===== config.mk =====
export PLATFORM = sky130hd
export DESIGN_NAME = mem_responder
export DESIGN_NICKNAME = d
export VERILOG_FILES = /design/src/rtl/mem_responder.sv
export SDC_FILE = /design/constraint.sdc
export NUM_CORES = 1
export LEC_CHECK = 0
export BUFFER_PORTS_ARGS = -buffer_cell sky130_fd_sc_hd__buf_2
export CAP_MARGIN = 20
export CORE_AREA = 8 8 325 327
export DETAILED_ROUTE_END_ITERATION = 7
export DIE_AREA = 0 0 333 335
export GPL_TIMING_DRIVEN = 0
export MAX_ROUTING_LAYER = met4
export PLACE_DENSITY_LB_ADDON = 0.1
export SKIP_LAST_GASP = 1
export SLEW_MARGIN = 20
export SYNTH_ARGS = -nofsm -noshare
export SYNTH_HDL_FRONTEND = slang
export SYNTH_SLANG_ARGS = --single-unit

===== constraint.sdc =====
create_clock -name clk -period 3 [get_ports clk]
set_input_delay 0.3 -clock clk [delete_from_list [all_inputs] [get_ports clk]]
set_output_delay 0.3 -clock clk [all_outputs]
set_load 0.005 [all_outputs]

===== src/rtl/mem_responder.sv =====
// mem_responder: memory-side responder for the cache miss / write-through port.
//
// A one-cycle mem_req is captured in IDLE. A read fetches a full BLOCKSZ-bit line
// from the WIDTH-bit backing bus in BEATS beats. A write performs a single WIDTH-bit
// bus write. Both finish with a one-cycle mem_data_valid strobe.
//
// Optional build macro: MEMRSP_CRITICAL_WORD_FIRST_EN
//   defined   : read beats start at the requested word and wrap modulo BEATS
//   undefined : read beats always run in lane order 0..BEATS-1
//
// Ports
//   clk, rst        clock, synchronous active-high reset
//   mem_req         one-cycle request pulse from the cache
//   mem_address     request byte address
//   mem_wr_en       1 = write request, 0 = line read
//   mem_data_out    write data from the cache
//   mem_data_in     assembled line returned to the cache
//   mem_data_valid  one-cycle completion strobe
//   busy            high from capture through the mem_data_valid cycle
//   bus_req/bus_wr/bus_addr/bus_wdata  backing-bus request (held until bus_ack)
//   bus_ack/bus_rdata                  backing-bus beat accept and read data
module mem_responder #(
    parameter int BLOCKSZ     = 512,
    parameter int WIDTH       = 64,
    parameter int ADDRESSSIZE = 64,
    parameter int OFFWIDTH    = 6,
    parameter int BEATS       = BLOCKSZ / WIDTH
) (
    input  logic                   clk,
    input  logic                   rst,
    input  logic                   mem_req,
    input  logic [ADDRESSSIZE-1:0] mem_address,
    input  logic                   mem_wr_en,
    input  logic [WIDTH-1:0]       mem_data_out,
    output logic [BLOCKSZ-1:0]     mem_data_in,
    output logic                   mem_data_valid,
    output logic                   busy,
    output logic                   bus_req,
    output logic                   bus_wr,
    output logic [ADDRESSSIZE-1:0] bus_addr,
    output logic [WIDTH-1:0]       bus_wdata,
    input  logic                   bus_ack,
    input  logic [WIDTH-1:0]       bus_rdata
);

    localparam int BEAT_W     = $clog2(BEATS);
    localparam int BYTE_W     = $clog2(WIDTH / 8);
    localparam int LANE_SH    = $clog2(WIDTH);
    localparam int LINE_IDX_W = $clog2(BLOCKSZ);
    localparam logic [BEAT_W-1:0] LAST_BEAT = BEAT_W'(BEATS - 1);

    typedef enum logic [1:0] {
        IDLE    = 2'd0,
        RD_BEAT = 2'd1,
        WR_WORD = 2'd2,
        RESP    = 2'd3
    } state_t;

    state_t                   state_r;
    state_t                   state_next_s;
    logic [BEAT_W-1:0]        beat_r;
    logic [BEAT_W-1:0]        beat_next_s;
    logic [ADDRESSSIZE-1:0]   addr_r;
    logic [ADDRESSSIZE-1:0]   addr_next_s;
    logic [WIDTH-1:0]         wdata_r;
    logic [WIDTH-1:0]         wdata_next_s;
    logic [BLOCKSZ-1:0]       line_r;
    logic                     valid_r;
    logic                     busy_r;
    logic                     bus_req_r;
    logic                     bus_wr_r;
    logic [ADDRESSSIZE-1:0]   bus_addr_r;
    logic [WIDTH-1:0]         bus_wdata_r;
    logic [BEAT_W-1:0]        lane_next_s;
    logic [ADDRESSSIZE-1:0]   bus_addr_next_s;
    logic [BEAT_W-1:0]        lane_cur_s;
    logic [LINE_IDX_W-1:0]    lane_base_s;
    logic                     rd_ack_s;
    logic                     unused_addr_s;

    // Byte-within-word address bits never reach the word-aligned bus.
    assign unused_addr_s = ^addr_r[BYTE_W-1:0];

    assign mem_data_in    = line_r;
    assign mem_data_valid = valid_r;
    assign busy           = busy_r;
    assign bus_req        = bus_req_r;
    assign bus_wr         = bus_wr_r;
    assign bus_addr       = bus_addr_r;
    assign bus_wdata      = bus_wdata_r;

    // Next-state, beat counter and request capture.
    always_comb begin
        state_next_s = state_r;
        beat_next_s  = beat_r;
        addr_next_s  = addr_r;
        wdata_next_s = wdata_r;
        case (state_r)
            IDLE: begin
                if (mem_req) begin
                    addr_next_s  = mem_address;
                    wdata_next_s = mem_data_out;
                    beat_next_s  = '0;
                    if (mem_wr_en) begin
                        state_next_s = WR_WORD;
                    end else begin
                        state_next_s = RD_BEAT;
                    end
                end else begin
                    state_next_s = IDLE;
                end
            end
            RD_BEAT: begin
                if (bus_ack) begin
                    beat_next_s = beat_r + BEAT_W'(1);
                    if (beat_r == LAST_BEAT) begin
                        state_next_s = RESP;
                    end else begin
                        state_next_s = RD_BEAT;
                    end
                end else begin
                    state_next_s = RD_BEAT;
                end
            end
            WR_WORD: begin
                if (bus_ack) begin
                    state_next_s = RESP;
                end else begin
                    state_next_s = WR_WORD;
                end
            end
            RESP: begin
                state_next_s = IDLE;
            end
            default: begin
                state_next_s = IDLE;
            end
        endcase
    end

    // Lane fetched by the upcoming beat; critical-word-first rotates by the requested word.
    always_comb begin
`ifdef MEMRSP_CRITICAL_WORD_FIRST_EN
        lane_next_s = beat_next_s + addr_next_s[OFFWIDTH-1:BYTE_W];
`else
        lane_next_s = beat_next_s;
`endif
    end

    // Bus address for the next cycle, so the registered output lines up with the state.
    always_comb begin
        bus_addr_next_s = '0;
        if (state_next_s == RD_BEAT) begin
            bus_addr_next_s = {addr_next_s[ADDRESSSIZE-1:OFFWIDTH], lane_next_s, {BYTE_W{1'b0}}};
        end else if (state_next_s == WR_WORD) begin
            bus_addr_next_s = {addr_next_s[ADDRESSSIZE-1:BYTE_W], {BYTE_W{1'b0}}};
        end else begin
            bus_addr_next_s = '0;
        end
    end

    // The lane being filled is the one currently on the bus.
    always_comb begin
        rd_ack_s    = (state_r == RD_BEAT) && bus_ack;
        lane_cur_s  = bus_addr_r[OFFWIDTH-1:BYTE_W];
        lane_base_s = {lane_cur_s, {LANE_SH{1'b0}}};
    end

    // State, capture registers, registered outputs and line buffer.
    always_ff @(posedge clk) begin
        if (rst) begin
            state_r     <= IDLE;
            beat_r      <= '0;
            addr_r      <= '0;
            wdata_r     <= '0;
            line_r      <= '0;
            valid_r     <= 1'b0;
            busy_r      <= 1'b0;
            bus_req_r   <= 1'b0;
            bus_wr_r    <= 1'b0;
            bus_addr_r  <= '0;
            bus_wdata_r <= '0;
        end else begin
            state_r     <= state_next_s;
            beat_r      <= beat_next_s;
            addr_r      <= addr_next_s;
            wdata_r     <= wdata_next_s;
            valid_r     <= (state_next_s == RESP);
            busy_r      <= (state_next_s != IDLE);
            bus_req_r   <= (state_next_s == RD_BEAT) || (state_next_s == WR_WORD);
            bus_wr_r    <= (state_next_s == WR_WORD);
            bus_addr_r  <= bus_addr_next_s;
            bus_wdata_r <= (state_next_s == WR_WORD) ? wdata_next_s : '0;
            if (rd_ack_s) begin
                line_r[lane_base_s +: WIDTH] <= bus_rdata;
            end
        end
    end

endmodule


# Word level (Yosys, flattened, before mapping)
# Index checks and enable logic that the tools add are counted.
# totals
reg_bits	777
out_inout_bits	644
elab_cells	48
# classes
add_sub_neg	2
n_eq_ne	7
shifts	2
n_mux	16
bitwise	1
reduce_logical	7
# op_table
op	n
$bwmux W512	1
$shift A64 B11 Y512 const A	1
$shiftx A64 B11 Y512	1
$mux W64	6
$neg A9 Y11	1
$eq A2 B2 Y1 const B	4
$mux W2	4
$pmux W2 S4	1
$mux W3	2
$pmux W3 S2	1
$eq A2 B1 Y1 const B	2
$reduce_or A2 Y1	2
$add A3 B1 Y3 const B	1
$eq A3 B3 Y1 const B	1
$logic_not A2 Y1	1
$reduce_and A2 Y1	1
$reduce_bool A2 Y1	1
$logic_and A1 B1 Y1	1
$logic_or A1 B1 Y1	1
$mux W1	1
$not A1 Y1	1

# Logic depth before layout (Yosys ltp)
# logic_depth
depth_word	7
mapped_depth	12

# Worst setup path after synthesis
# Ideal clock, no wire load.
# synth_path
kind	register to register
start	register bus_addr_r[3] (netlist: bus_addr[3])
end	register line_r[471] (netlist: mem_data_in[471])
t_arrival_ps	2608
t_required_ps	2884
setup_slack_ps	276
path_stages_with_launch	13
path_buffers	6
synth_period_minus_slack_ps	2724
cell_sequence	dfxtp_1 > buf_2 > buf_4 > clkbuf_1 > inv_1 > ha_1 > ha_1 > nand4bb_1 > buf_2 > buf_2 > buf_2 > o311a_1 > a41o_1
# synth_between
elab_chain_cells	3
# synth_lines
element	line	text
from (decl)	72	logic [ADDRESSSIZE-1:0] bus_addr_r;
from (signal assigned)	192	bus_addr_r <= bus_addr_next_s;
$neg A9 Y11 *	195	line_r[lane_base_s +: WIDTH] <= bus_rdata;
$shiftx A64 B11 Y512 / $shift A64 B11 Y512 (equally long branches)	195	
$bwmux W512 *	195	
to (signal, indexed assignment)	195	
to (decl)	67	logic [BLOCKSZ-1:0] line_r;
# Every way passes the cells marked *; elsewhere a longest branch is shown, timed or not.
# A chain may end at the register's enable or synchronous reset.

# Worst setup path after layout
# Same ends and word-level chain as after synthesis.

==> out/results.tsv <==
metric	value	unit
Synth Instances	2777	
crit path from	bus_addr[3]	
largest net degree at the start of global routing	20	
Die W	333	um
final worst path period need	2860	ps
Setup Total Neg Slack	0	ps
Slew HR	27.5	%
Routed wire per std cell	26.2	um
share of post-route cells with drive strength above 1	28.5	%
Clock Pin Slew Worst Setup and Hold Paths	60	ps
# rows	117	
min-delay src	bus_rdata[30]	
CP arrival	3400	ps
fin. max-slew vios	0	
Synth warnings	0	
Layout area overhead	40.1	%
Total Nets Final	4088	
number of antenna violations at the first check in global routing	11	
final hold slack	57.4	ps
post-route ant nets	0	
area of the multi-input gates	0.0109	mm2
RSZ-0062 raised after global routing	false	
Slew @ Worst Pin	1090	ps
Final GP Congestion	0.822	
Initial Util	27.3	%
Top Ports	841	
clk_lat worst skew	670	ps
Setup Skew	16.5	ps
Worst Hold Class	input port to flop	
GRT overflow	0	
crit path kind	flop to flop	
DIE AREA	0.112	mm2
core area	0.101	mm2
final setup fails	0	
detail-routed via count per cell	4.67	
aggregate routed wire length	138000	um
final hold vios	0	
syn avg cell area	9.92	um2
leakage power	18.8	nW
outcome	complete, no violations	
worst endpoint required time	3540	ps
# fillers	10400	
crit share post-route	95.3	%
TritonRoute pass-1 iters	8	
first-pass GRT wire length	193000	um
Yosys cell types	44	
Die Y-Extent	335	um
CTS H-tree depth	3	
FF-to-FF Start	bus_addr[3]	
number of global-route vias before repair	25600	
CTS Buffer Depth	3	
critical path launch point type	flop	
fmax	350	MHz
Detailed Place HPWL	109000	um
FF+latch area	0.0154	mm2
Peak VDD IR	0.562	mV
Critical Path Sink Type	flop	
Buffers on Ports	834	
CTS tree	done	
Total GRT Usage	24.4	%
sequential area share after synthesis	56.0	%
Synth Register Bits	771	
max cap viols	0	
vias	24600	
Power per Cell Area	623	mW/mm2
TritonCTS Sinks	771	
Num CTS Buffers	92	
mapped cell area	0.0275	mm2
Residual DRC	0	
1st-iter DRT viols	1151	
CTS Root Cell	clkbuf_16	
Worst Path Max Fanout	10	
-- state kept, by name (all words and copies together), names as in the netlist --
register	count
state_r	2
mem_data_in	512
beat_r	3
mem_data_valid	1
wdata_r	64
addr_r	61
busy	1
bus_req	1
bus_wr	1
bus_addr	61
bus_wdata	64
-- logic make-up after synthesis --
family	Yosys count	share of synthesized area (%)
compound gates	320	6.88
fa+ha+maj	8	0.363
buf+inv	263	4.60
flops	771	56.0
mux	485	17.6
other cells	1	0.0136
simple gates	929	14.5
-- final cells by class --
class | count | area share, %
sequential | 771 | 40.0
multi-input combinational | 1745 | 28.2
timing repair buffer | 1014 | 15.5
clock buffer | 139 | 7.24
tap | 1309 | 4.24
buffer | 251 | 3.74
clock inverter | 27 | 0.918
inverter | 8 | 0.0778
antenna | 12 | 0.0778
-- worst paths after layout --
kind	endpoint	slack, ps	cells past startpoint
setup / recovery	mem_data_in[471]	140	12
hold / removal	mem_data_in[94]	60	3
setup reg to reg	mem_data_in[471]	140	12
hold reg to reg	mem_data_in[511]	450	2
-- report_power, final --
group | internal [mW] | leakage [nW] | total [mW] | switching [mW]
Clock | 7.02 | 1.54 | 11.6 | 4.62
Sequential | 10.5 | 6.24 | 10.6 | 0.0802
Combinational | 0.669 | 11.0 | 1.83 | 1.16
-- critical path, stage by stage (launching register included) --
cell and delay [ps]:
dfxtp_1 370, buf_6 160, buf_6 170, clkbuf_8 190, inv_1 70, ha_1 230
ha_4 270, nand4bb_1 180, buf_4 210, buf_4 190, buf_4 190, o311a_1 300
a41o_1 200
-- cell usage after synthesis, drive strengths merged --
library cell / count / area share [%]
o2111a: 1 / 0.041
and3b: 5 / 0.16
buf: 115 / 2.6
a41o: 24 / 0.87
dfxtp: 771 / 56
nor3: 2 / 0.036
ha: 8 / 0.36
nand4b: 2 / 0.064
and3: 1 / 0.023
and2: 2 / 0.045
mux2i: 485 / 18
conb: 1 / 0.014
a2bb2oi: 1 / 0.032
a21oi: 129 / 2.3
o2bb2ai: 3 / 0.095
nand3: 116 / 2.1
or2: 1 / 0.023
o21ai: 129 / 2.3
clkbuf: 140 / 1.9
a22o: 1 / 0.032
nand4: 88 / 2.0
and4bb: 1 / 0.045
o31a: 1 / 0.032
a221oi: 3 / 0.095
nand2b: 11 / 0.25
inv: 7 / 0.095
nor3b: 2 / 0.073
o2111ai: 3 / 0.095
nor2: 254 / 3.5
nand4bb: 1 / 0.041
o21bai: 1 / 0.027
or3: 1 / 0.023
clkinv: 1 / 0.014
nor2b: 5 / 0.11
nand2: 435 / 5.9
nand3b: 1 / 0.027
and4b: 1 / 0.036
o311a: 24 / 0.87
-- stage by stage --
stage	cell area, um2	setup slack [ps]	utilization (%)	total power, mW	std cells
6_report	38600	142	38.3	24.0	5276
2_1_floorplan	27500	276	-	11.6	2779
5_1_grt	38600	15.8	38.3	24.9	5273
3_5_place_dp	33400	-1150	33.1	12.4	4922
4_1_cts	38500	3.49	38.2	24.4	5264
3_3_place_gp	33400	-1110	33.1	12.4	4922
-- cells in the final DEF (no fill, tap or decap), types with 9 or more instances in the layout --
master,netlist,routed
buf_2,64,876
nand4_1,88,88
a41o_1,24,24
o21ai_1,12,11
clkbuf_8,0,24
dlygate4sd3_1,0,178
nand2_1,435,435
mux2i_1,485,485
clkbuf_2,0,27
nor2_1,253,253
clkinv_2,0,12
a21oi_1,129,129
nand3_1,116,116
clkbuf_16,0,96
nand2b_1,11,11
buf_6,12,22
o311a_1,24,24
o21ai_0,117,117
clkbuf_1,140,129
buf_4,29,33
diode_2,0,12
dfxtp_1,771,771
clkbuf_4,0,9
-- layer usage --
layer	track usage, %	vias to the layer above	part of all wire [%]
met5	-	-	0
met4	8.28	0	3.5
met3	8.32	197	8.1
met2	40.4	819	48
met1	27.6	11900	41
li1	-	11800	-
-- what timing repair did --
action	4_1_cts	5_1_grt
endpoints found under the setup margin	517	208
hold endpoints to repair	438	0
setup buffers	2	0
gates cloned	0	0
hold buffers	178	0
gates resized for setup	62	47
Power figures use the tool's default switching activity.
